**src/rtl/fp_sub_seq.sv**
```systemverilog
// Sequential subtractor for a 10-bit float format (4-bit exponent, 6-bit fraction, hidden one).
// Produces |a - b| truncated, with borrow (a < b) and underflow (result below 1.0) flags.
module fp_sub_seq (
  input  logic       clk,
  input  logic       reset,
  input  logic       in_valid,
  output logic       in_ready,
  input  logic [9:0] a,
  input  logic [9:0] b,
  output logic       out_valid,
  input  logic       out_ready,
  output logic [9:0] s,
  output logic       borrow,
  output logic       uflow
);

  localparam int unsigned EW = 4;
  localparam int unsigned FW = 6;
  localparam int unsigned MW = FW + 1;
  localparam int unsigned W  = EW + FW;

  typedef enum logic [2:0] {IDLE, ALIGN, SUB, NORM, DONE} state_t;

  state_t        state, state_d;
  logic [MW-1:0] big_m, big_m_d, small_m, small_m_d, diff, diff_d;
  logic [EW-1:0] exp_q, exp_d, cnt, cnt_d;
  logic          swap, swap_d;
  logic [W-1:0]  s_d;
  logic          borrow_d, uflow_d;
  logic          swap_c;
  logic [W-1:0]  big_op_c, small_op_c;

  // Operand ordering: plain unsigned compare matches value order for this format.
  assign swap_c     = (a < b);
  assign big_op_c   = swap_c ? b : a;
  assign small_op_c = swap_c ? a : b;

  // Next-state and datapath update.
  always_comb begin
    state_d   = state;
    big_m_d   = big_m;
    small_m_d = small_m;
    diff_d    = diff;
    exp_d     = exp_q;
    cnt_d     = cnt;
    swap_d    = swap;
    s_d       = s;
    borrow_d  = borrow;
    uflow_d   = uflow;
    case (state)
      IDLE: begin
        if (in_valid) begin
          swap_d    = swap_c;
          big_m_d   = {1'b1, big_op_c[FW-1:0]};
          small_m_d = {1'b1, small_op_c[FW-1:0]};
          exp_d     = big_op_c[W-1:FW];
          cnt_d     = EW'(big_op_c[W-1:FW] - small_op_c[W-1:FW]);
          state_d   = ALIGN;
        end
      end
      ALIGN: begin
        if (cnt != '0) begin
          small_m_d = small_m >> 1;
          cnt_d     = cnt - EW'(1);
        end else begin
          state_d = SUB;
        end
      end
      SUB: begin
        diff_d  = big_m - small_m;
        state_d = NORM;
      end
      NORM: begin
        if (diff == '0 || (!diff[MW-1] && exp_q == '0)) begin
          s_d      = '0;
          uflow_d  = 1'b1;
          borrow_d = swap;
          state_d  = DONE;
        end else if (diff[MW-1]) begin
          s_d      = {exp_q, diff[FW-1:0]};
          uflow_d  = 1'b0;
          borrow_d = swap;
          state_d  = DONE;
        end else begin
          diff_d = diff << 1;
          exp_d  = exp_q - EW'(1);
        end
      end
      DONE: begin
        if (out_ready) state_d = IDLE;
      end
      default: state_d = IDLE;
    endcase
  end

  // State, datapath and registered handshake outputs.
  always_ff @(posedge clk or posedge reset) begin
    if (reset) begin
      state     <= IDLE;
      big_m     <= '0;
      small_m   <= '0;
      diff      <= '0;
      exp_q     <= '0;
      cnt       <= '0;
      swap      <= 1'b0;
      s         <= '0;
      borrow    <= 1'b0;
      uflow     <= 1'b0;
      in_ready  <= 1'b1;
      out_valid <= 1'b0;
    end else begin
      state     <= state_d;
      big_m     <= big_m_d;
      small_m   <= small_m_d;
      diff      <= diff_d;
      exp_q     <= exp_d;
      cnt       <= cnt_d;
      swap      <= swap_d;
      s         <= s_d;
      borrow    <= borrow_d;
      uflow     <= uflow_d;
      in_ready  <= (state_d == IDLE);
      out_valid <= (state_d == DONE);
    end
  end

endmodule

```
**config.mk**
```make
export PLATFORM = sky130hd
export DESIGN_NAME = fp_sub_seq
export DESIGN_NICKNAME = d
export VERILOG_FILES = /design/src/rtl/fp_sub_seq.sv
export SDC_FILE = /design/constraint.sdc
export NUM_CORES = 1
export LEC_CHECK = 0
export CORE_MARGIN = 2
export CORE_UTILIZATION = 37
export CTS_CLUSTER_DIAMETER = 80
export DETAILED_ROUTE_END_ITERATION = 8
export GPL_ROUTABILITY_DRIVEN = 0
export PLACE_DENSITY = 0.62
export RECOVER_POWER = 100
export SLEW_MARGIN = 20
export SYNTH_ARGS = -nofsm -noshare
export SYNTH_HDL_FRONTEND = slang
export SYNTH_SLANG_ARGS = --single-unit
export TNS_END_PERCENT = 20
```
**constraint.sdc**
```tcl
create_clock -name clk -period 2.7 [get_ports clk]
set_input_delay 0.54 -clock clk [delete_from_list [all_inputs] [get_ports clk]]
set_output_delay 0.54 -clock clk [all_outputs]
set_load 0.03 [all_outputs]
```
==> results of run 1 <==
==> state kept, by name (all words and copies together), names as in the netlist, 3 cells and up <==
| name | cells |
|---|---|
| state | 3 |
| big_m | 7 |
| s | 10 |
| cnt | 4 |
| small_m | 7 |
| diff | 7 |
| exp_q | 4 |
==> Yosys cell counts (all sizes together), types with 3 or more instances <==
cell type	instances	area share (%)
nor3	6	1.0
a21oi	15	2.5
nand2	39	5.1
nand3b	3	0.76
clkbuf	9	1.1
o21ai	30	5.3
buf	6	1.4
o31ai	3	0.76
nand2b	6	1.3
a211oi	4	1.0
nand3	6	1.0
a31oi	11	2.3
nor2	36	4.6
a22o	11	3.3
ha	19	8.1
nand4	4	0.85
nor3b	3	1.1
o22ai	3	0.64
dfrtp	46	39
a221oi	6	2.0
inv	28	3.6
nor2b	5	1.1
xnor2	3	0.89
==> per-stage QoR <==
stage | cell area [um^2] | setup TNS [ns] | utilization, % | total power [W]
2_1_floorplan | 2960 | 0 | - | 0.00296
3_3_place_gp | 3640 | -2.56 | 47.1 | 0.00354
3_5_place_dp | 3640 | -2.64 | 47.1 | 0.00358
4_1_cts | 3810 | 0 | 49.3 | 0.00404
5_1_grt | 3860 | -0.000835 | 50.0 | 0.00436
6_report | 3860 | 0 | 50.0 | 0.00397
==> how the worst min path moves through the flow <==
stage / start / depth (start not counted) / endpoint
floorplan: swap / 2 / swap
global placement: swap / 2 / swap
detailed placement: swap / 2 / swap
CTS: swap / 2 / swap
global route: cnt[3] / 1 / state[1]
finish: swap / 2 / swap
==> power groups by stage <==
stage          sequential (W)  combinational (W)  clock, W
2_1_floorplan         0.00140            0.00156         0
3_3_place_gp          0.00131            0.00223         0
3_5_place_dp          0.00132            0.00226         0
4_1_cts               0.00131            0.00229  0.000440
5_1_grt               0.00136            0.00252  0.000472
6_report              0.00131            0.00223  0.000426
==> logic make-up after synthesis <==
family	Yosys count	share of synthesized area (%)
DFF	47	39.9
AOI/OAI and AO/OA	99	22.6
muxes	4	1.44
buffers and inverters	43	6.15
and+or+nand+nor	120	19.9
adders and majority gates	20	8.74
xor gates and xnor gates	4	1.19
==> area by class of cell <==
type	instances	area share, %
clock inverter	1	0.129
tap	102	3.30
clock buffer	6	2.14
timing repair buffer	73	16.5
multi-input combinational	247	44.8
inverter	28	2.72
sequential	47	30.5
==> routing by layer <==
layer	wire length (um)	vias up	GRT usage, %
met5	0	-	0
met4	64	0	5.15
met3	252	4	2.90
met2	3250	61	28.4
met1	3540	1233	24.6
li1	-	1341	-
==> critical path: cells and delay by family <==
| kind | cells | cell delay, ns |
|---|---|---|
| mux | 1 | 0.34 |
| compound gates | 3 | 0.49 |
| simple gates | 2 | 0.30 |
| fa+ha+maj | 1 | 0.28 |
| buf+inv | 4 | 0.83 |
==> timing repair <==
action | CTS | global route
gates cloned | 0 | 0
buffers inserted | 3 | 1
pin swaps | 7 | 8
resized for setup | 24 | 21
endpoints found under the setup margin | 1 | 5
endpoints found under the hold margin | 0 | 0
==> results by group, run 1 <==
STA
  • Max Slew Vio Count: 0
  • Fin. Hold Viols: 0
  • Worst clock skew: 0.00312 ns
  • Worst rel slew slack: 40.4%
  • Final worst path period need: 2.56 ns
  • Crit share post-route: 95.0%
  • Worst Slack Setup Final: 0.136 ns
  • Final setup fails: 0
  • Fmax: 0.390 GHz
  • WHS: 0.480 ns
  • Slew @ Worst Pin: 0.893 ns

Setup path
  • Worst setup path start: a[6]
  • Reg-to-Reg End: diff[3]
  • Reg-to-reg startpoint: exp_q[0]
  • Setup crit end kind: register
  • Cells along the critical path: dlygate4sd2_1 -> ha_4 -> nand4_1 -> a211o_1 -> o211ai_1 -> buf_4 -> buf_4 -> or2_1 -> clkbuf_1 -> mux2_4 -> o21ai_2
  • Most used cell, CP: buf_4
  • CP Data Arrival Time: 2.80 ns
  • CP Max Fanout: 11
  • Worst path slowest cell: mux2_4
  • R2R Setup Slk: 0.42 ns
  • CP Launch Type: primary input
  • Worst EP required: 2.93 ns
  • Largest stage delay, worst path: 0.34 ns
  • Critical path class: primary input to register
  • Critical Path Sink: cnt[2]
  • FF-to-FF path depth: 7

Floorplan
  • Chip height: 93.3 um
  • Io pins: 38
  • Initial Utilization: 38.1%
  • Core area: 0.00773 mm^2
  • Die X: 93.3 um
  • Die area: 0.00870 mm^2
  • Cell row count: 32

Yosys
  • Synth Register Bits: 47
  • Synth cell types: 55
  • Synth Flop Type: dfrtp_1
  • Syn_area_per_cell: 8.75 um^2
  • Cells after Synth: 337
  • Warnings from Yosys: 0
  • Post-Syn Area: 0.00295 mm^2
  • Post-synthesis sequential area ratio: 39.9%
  • Post-synth EDFFs: 0
  • Asr flop ratio synth: 100%
  • Mapped Nets: 381

Finish
  • Area growth, synth to finish: 31.1%
  • Cell Count, Final, Fillers Out: 504
  • # diodes: 0
  • Most common cell after layout, fill and taps aside: dfrtp_1
  • Commonest non-fill, non-tap cells in the layout: dfrtp_1 (46), nand2_1 (39), nor2_1 (35)
  • FF/Latch Area: 0.00118 mm^2
  • Share of layout cells above drive strength 1: 17.7%
  • # nets final: 446
  • Multi-input gate area: 0.00173 mm^2
  • Fill cells: 739

Clocking
  • # H-tree levels: 2
  • Hold Buf Count CTS: 0
  • Root Driver: clkbuf_8
  • Num CTS Buffers: 5
  • Reg clk slew, reported paths: 0.08 ns
  • Clock sinks: 47
  • Clock Latency Late Sink: 0.29 ns
  • CTS tree: done
  • Longest Clk Path Bufs: 2

Global routing
  • Largest net degree at the start of global routing: 25
  • Vias in the first global route: 2699
  • First-pass GRT wire length: 12.4 mm
  • Grt total ovfl: 0
  • Tot GR Track Use: 17.7%
  • Initial antenna violation count: 0

Place
  • Port bufs: 37
  • Placed Instances: 493
  • DP HPWL: 5.40 mm
  • Place WS: -0.499 ns

Routing
  • Via count: 2639
  • Via/cell ratio: 5.24
  • Drt first pass iters: 4
  • Final ANT Viol Nets: 0
  • Avg WL per Cell: 14.1 um
  • Starting DRT DRC Count: 97
  • Post-route DRC: 0
  • Total wire length: 7.11 mm

Power
  • Lkg Pwr: 1.78 nW
  • P_sw: 0.00176 W
  • Switching share of power: 44.4%
  • VDD IR max: 0.401 mV
  • Power Dens Cells: 1030 mW/mm^2
  • Int Pwr: 0.00220 W
  • Clock network power share: 10.7%
  • Combinational share of power: 56.3%
  • Flop pwr share: 32.9%

Min path
  • Hold Crit Class: register to register

Run
  • Max Cap Viol: 0

Run status
  • Status: finished, final reports clean
Note: power is estimated with default switching activity, not from simulation.
==> run 2, diff against run 1 <==
SLEW_MARGIN = 40   (was 20)
==> results of run 2 <==
No change in the layout: final DEF, timing and power equal those of run 1.
==> run 3, diff against run 2 <==
CORE_MARGIN = 1   (was 2)
PLACE_DENSITY = 0.66   (was 0.62)
==> run 3 against run 2 <==
  * Worst hold slack got worse by 0.0035 ns
  * Setup slack got worse by 0.099 ns
  * Maximum frequency is 3.7% lower
  * Sequential power about the same
  * Non-clock buffer count decreased by 4
  * Total power is 1.9% higher
  * Clock skew grew 0.0079 ns
  * First-iteration DRC count rose by 41%
  * Clock power increased by 19%
  * Critical path type unchanged
  * Largest cell class unchanged
==> results by group, run 3 (synthesis gave the netlist of run 1 again) <==
Clocking
  • Root Driver: clkbuf_8
  • Num CTS Buffers: 5 (unchanged)
  • Hold Buf Count CTS: 0 (unchanged)
  • Reg clk slew, reported paths: 0.08 ns (about the same)
  • Clock Latency Late Sink: 0.31 ns (+0.02 ns)
  • CTS tree: done
  • Clock sinks: 47 (unchanged)
  • Longest Clk Path Bufs: 2 (unchanged)
  • # H-tree levels: 2 (unchanged)

Power
  • VDD IR max: 0.395 mV (-1.4%)
  • Int Pwr: 0.00227 W (+3.0%)
  • Switching share of power: 43.8% (-0.62 points)
  • Clock network power share: 12.5% (+1.8 points)
  • P_sw: 0.00177 W (+0.47%)
  • Flop pwr share: 32.2% (-0.7 points)
  • Combinational share of power: 55.3% (-1.0 points)
  • Lkg Pwr: 1.74 nW (-2.6%)
  • Total chip power: 0.00404 W (+1.9%)
  • Power Dens Cells: 1060 mW/mm^2 (+2.8%)

Setup path
  • Critical path class: primary input to register
  • Worst path slowest cell: clkdlybuf4s50_1
  • FF-to-FF path depth: 7 (unchanged)
  • Reg-to-reg startpoint: exp_q[0]
  • Reg-to-Reg End: in_ready
  • Setup crit end kind: register
  • CP Launch Type: primary input
  • CP Buf/Inv Count: 2 (-2)
  • CP Max Fanout: 3 (-8)
  • Cells along the critical path: clkdlybuf4s50_1 -> inv_1 -> ha_1 -> a41oi_2 -> a211oi_2 -> nor2_2 -> mux2i_1 -> ha_2 -> nor3b_4 -> o22ai_1 -> mux2_4 -> o21ai_2
  • R2R Setup Slk: 0.29 ns (-0.13 ns)
  • Delay-heaviest family, CP: compound AO/OA/AOI/OAI gates
  • Largest stage delay, worst path: 0.48 ns (+0.14 ns)
  • Worst EP required: 2.93 ns (about the same)
  • CP Data Arrival Time: 2.90 ns (+0.10 ns)

Finish
  • Max FFs per register: 10 (unchanged)
  • Share of layout cells above drive strength 1: 17.6% (-0.074 points)
  • Area growth, synth to finish: 30.0%
  • Fin util: 49.6% (-0.44 points)
  • Cell Count, Final, Fillers Out: 500 (-0.79%)
  • Largest Register: s
  • # diodes: 0 (unchanged)
  • Commonest non-fill, non-tap cells in the layout: dfrtp_1 (46), nand2_1 (39), nor2_1 (35)
  • Fill cells: 747 (+1.1%)
  • Most common cell after layout, fill and taps aside: dfrtp_1
  • # nets final: 442 (-0.90%)

Place
  • Port bufs: 37 (unchanged)
  • Placed Instances: 491 (-0.41%)
  • DP HPWL: 5.23 mm (-3.2%)

Min path
  • Worst hold path endpoint: s[7]
  • Hold Startpoint: s[7]
  • Hold Crit Class: register to register
  • Worst hold path depth: 2 (unchanged)

Floorplan
  • Chip height: 91.3 um (-2.1%)
  • Core area: 0.00773 mm^2 (unchanged)
  • Io pins: 38 (unchanged)
  • Die X: 91.3 um (-2.1%)
  • Initial Utilization: 38.1% (unchanged)
  • Cell row count: 32 (unchanged)
  • Die area: 0.00833 mm^2 (-4.2%)

Global routing
  • Initial antenna violation count: 0 (unchanged)
  • Vias in the first global route: 2529 (-6.3%)
  • Tot GR Track Use: 18.0% (+0.31 points)
  • First-pass GRT wire length: 11.9 mm (-4.3%)
  • Grt total ovfl: 0 (unchanged)
  • Largest net degree at the start of global routing: 48 (+92%)

STA
  • Fin. Hold Viols: 0 (unchanged)
  • Final worst path period need: 2.66 ns (+0.0990 ns)
  • Max Slew Vio Count: 0 (unchanged)
  • Final setup fails: 0 (unchanged)
  • Worst rel slew slack: 24.5% (-16 points)
  • Worst clock skew: 0.0110 ns (+0.00791 ns)
  • Crit share post-route: 98.6% (+3.7 points)
  • Fmax: 0.375 GHz (-3.7%)
  • Slew @ Worst Pin: 1.13 ns (+0.239 ns)

Routing
  • Via/cell ratio: 5.36 (+2.4%)
  • Avg WL per Cell: 14.0 um (-0.86%)
  • Post-route DRC: 0 (unchanged)
  • Starting DRT DRC Count: 137 (+41%)
  • Via count: 2681 (+1.6%)
  • Total wire length: 6.99 mm (-1.6%)
  • Drt first pass iters: 4 (unchanged)
  • Final ANT Viol Nets: 0 (unchanged)

Run
  • Max Cap Viol: 0 (unchanged)

Run status
  • Status: finished, final reports clean
[run 3: cell count changes in the layout (fill, tap and decap cells not counted), moves of 4 or more]
cell             previous run  this run
dlygate4sd2_1               4        10
clkdlybuf4s50_1             4         8
o21ai_0                    19        15
dlymetal6s2s_1              7         3
clkdlybuf4s15_1             6         0
o21ai_1                     9        13
[run 3: worst register-to-register path: stages (launching register included)]
cell and delay (ns):
dfrtp_1 0.37, inv_1 0.09, ha_1 0.20, nor3b_1 0.16, a31o_2 0.26, o21ai_1 0.78
a21oi_1 0.20, nor4_1 0.25
[run 3: area by class of cell]
cell class | count | area, um^2 | area share (%)
multi-input combinational | 247 | 1710 | 44.7
sequential | 47 | 1180 | 30.7
timing repair buffer | 69 | 603 | 15.7
tap | 102 | 128 | 3.33
inverter | 28 | 105 | 2.74
clock buffer | 5 | 68.8 | 1.80
clock inverter | 2 | 37.5 | 0.980
[run 3: timing repair]
item | 4_1_cts | 5_1_grt
endpoints found under the setup margin | 1 | 1
resized for setup | 26 | 8
buffers inserted | 1 | 1
cloned | 0 | 0
pin swaps | 7 | 4
[run 3: power by group through the flow]
stage	clock network, W	registers [W]	logic [W]
floorplan	0	0.00140	0.00156
global placement	0	0.00131	0.00220
detailed placement	0	0.00132	0.00225
CTS	0.000521	0.00131	0.00228
global route	0.000540	0.00135	0.00252
finish	0.000507	0.00130	0.00224
[run 3: how the worst max path moves through the flow]
stage / startpoint / to / slack [ns] / cells past startpoint
4_1_cts: b[5] / cnt[2] / 0.01 / 12
2_1_floorplan: b[9] / cnt[2] / 0.01 / 13
3_5_place_dp: b[8] / cnt[2] / -0.44 / 13
6_report: b[2] / cnt[2] / 0.04 / 12
3_3_place_gp: b[7] / cnt[2] / -0.36 / 13
5_1_grt: b[2] / cnt[2] / -0.03 / 12
[run 3: through the flow]
step / hold WS (ns) / area, um^2 / TNS (ns) / setup slack (ns)
5_1_grt: 0.522 / 3830 / -0.0345 / -0.0345
3_5_place_dp: 0.471 / 3630 / -1.99 / -0.444
2_1_floorplan: 0.446 / 2960 / 0 / 0.0122
6_report: 0.476 / 3830 / 0 / 0.0368
3_3_place_gp: 0.467 / 3630 / -1.70 / -0.357
4_1_cts: 0.490 / 3810 / 0 / 0.0112
[run 3: layer usage]
layer,track usage (%),vias to the layer above,wire [um]
met2,29.2,81,3150
met5,0,-,0
li1,-,1338,-
met1,24.4,1253,3420
met4,5.82,0,102
met3,3.02,9,318
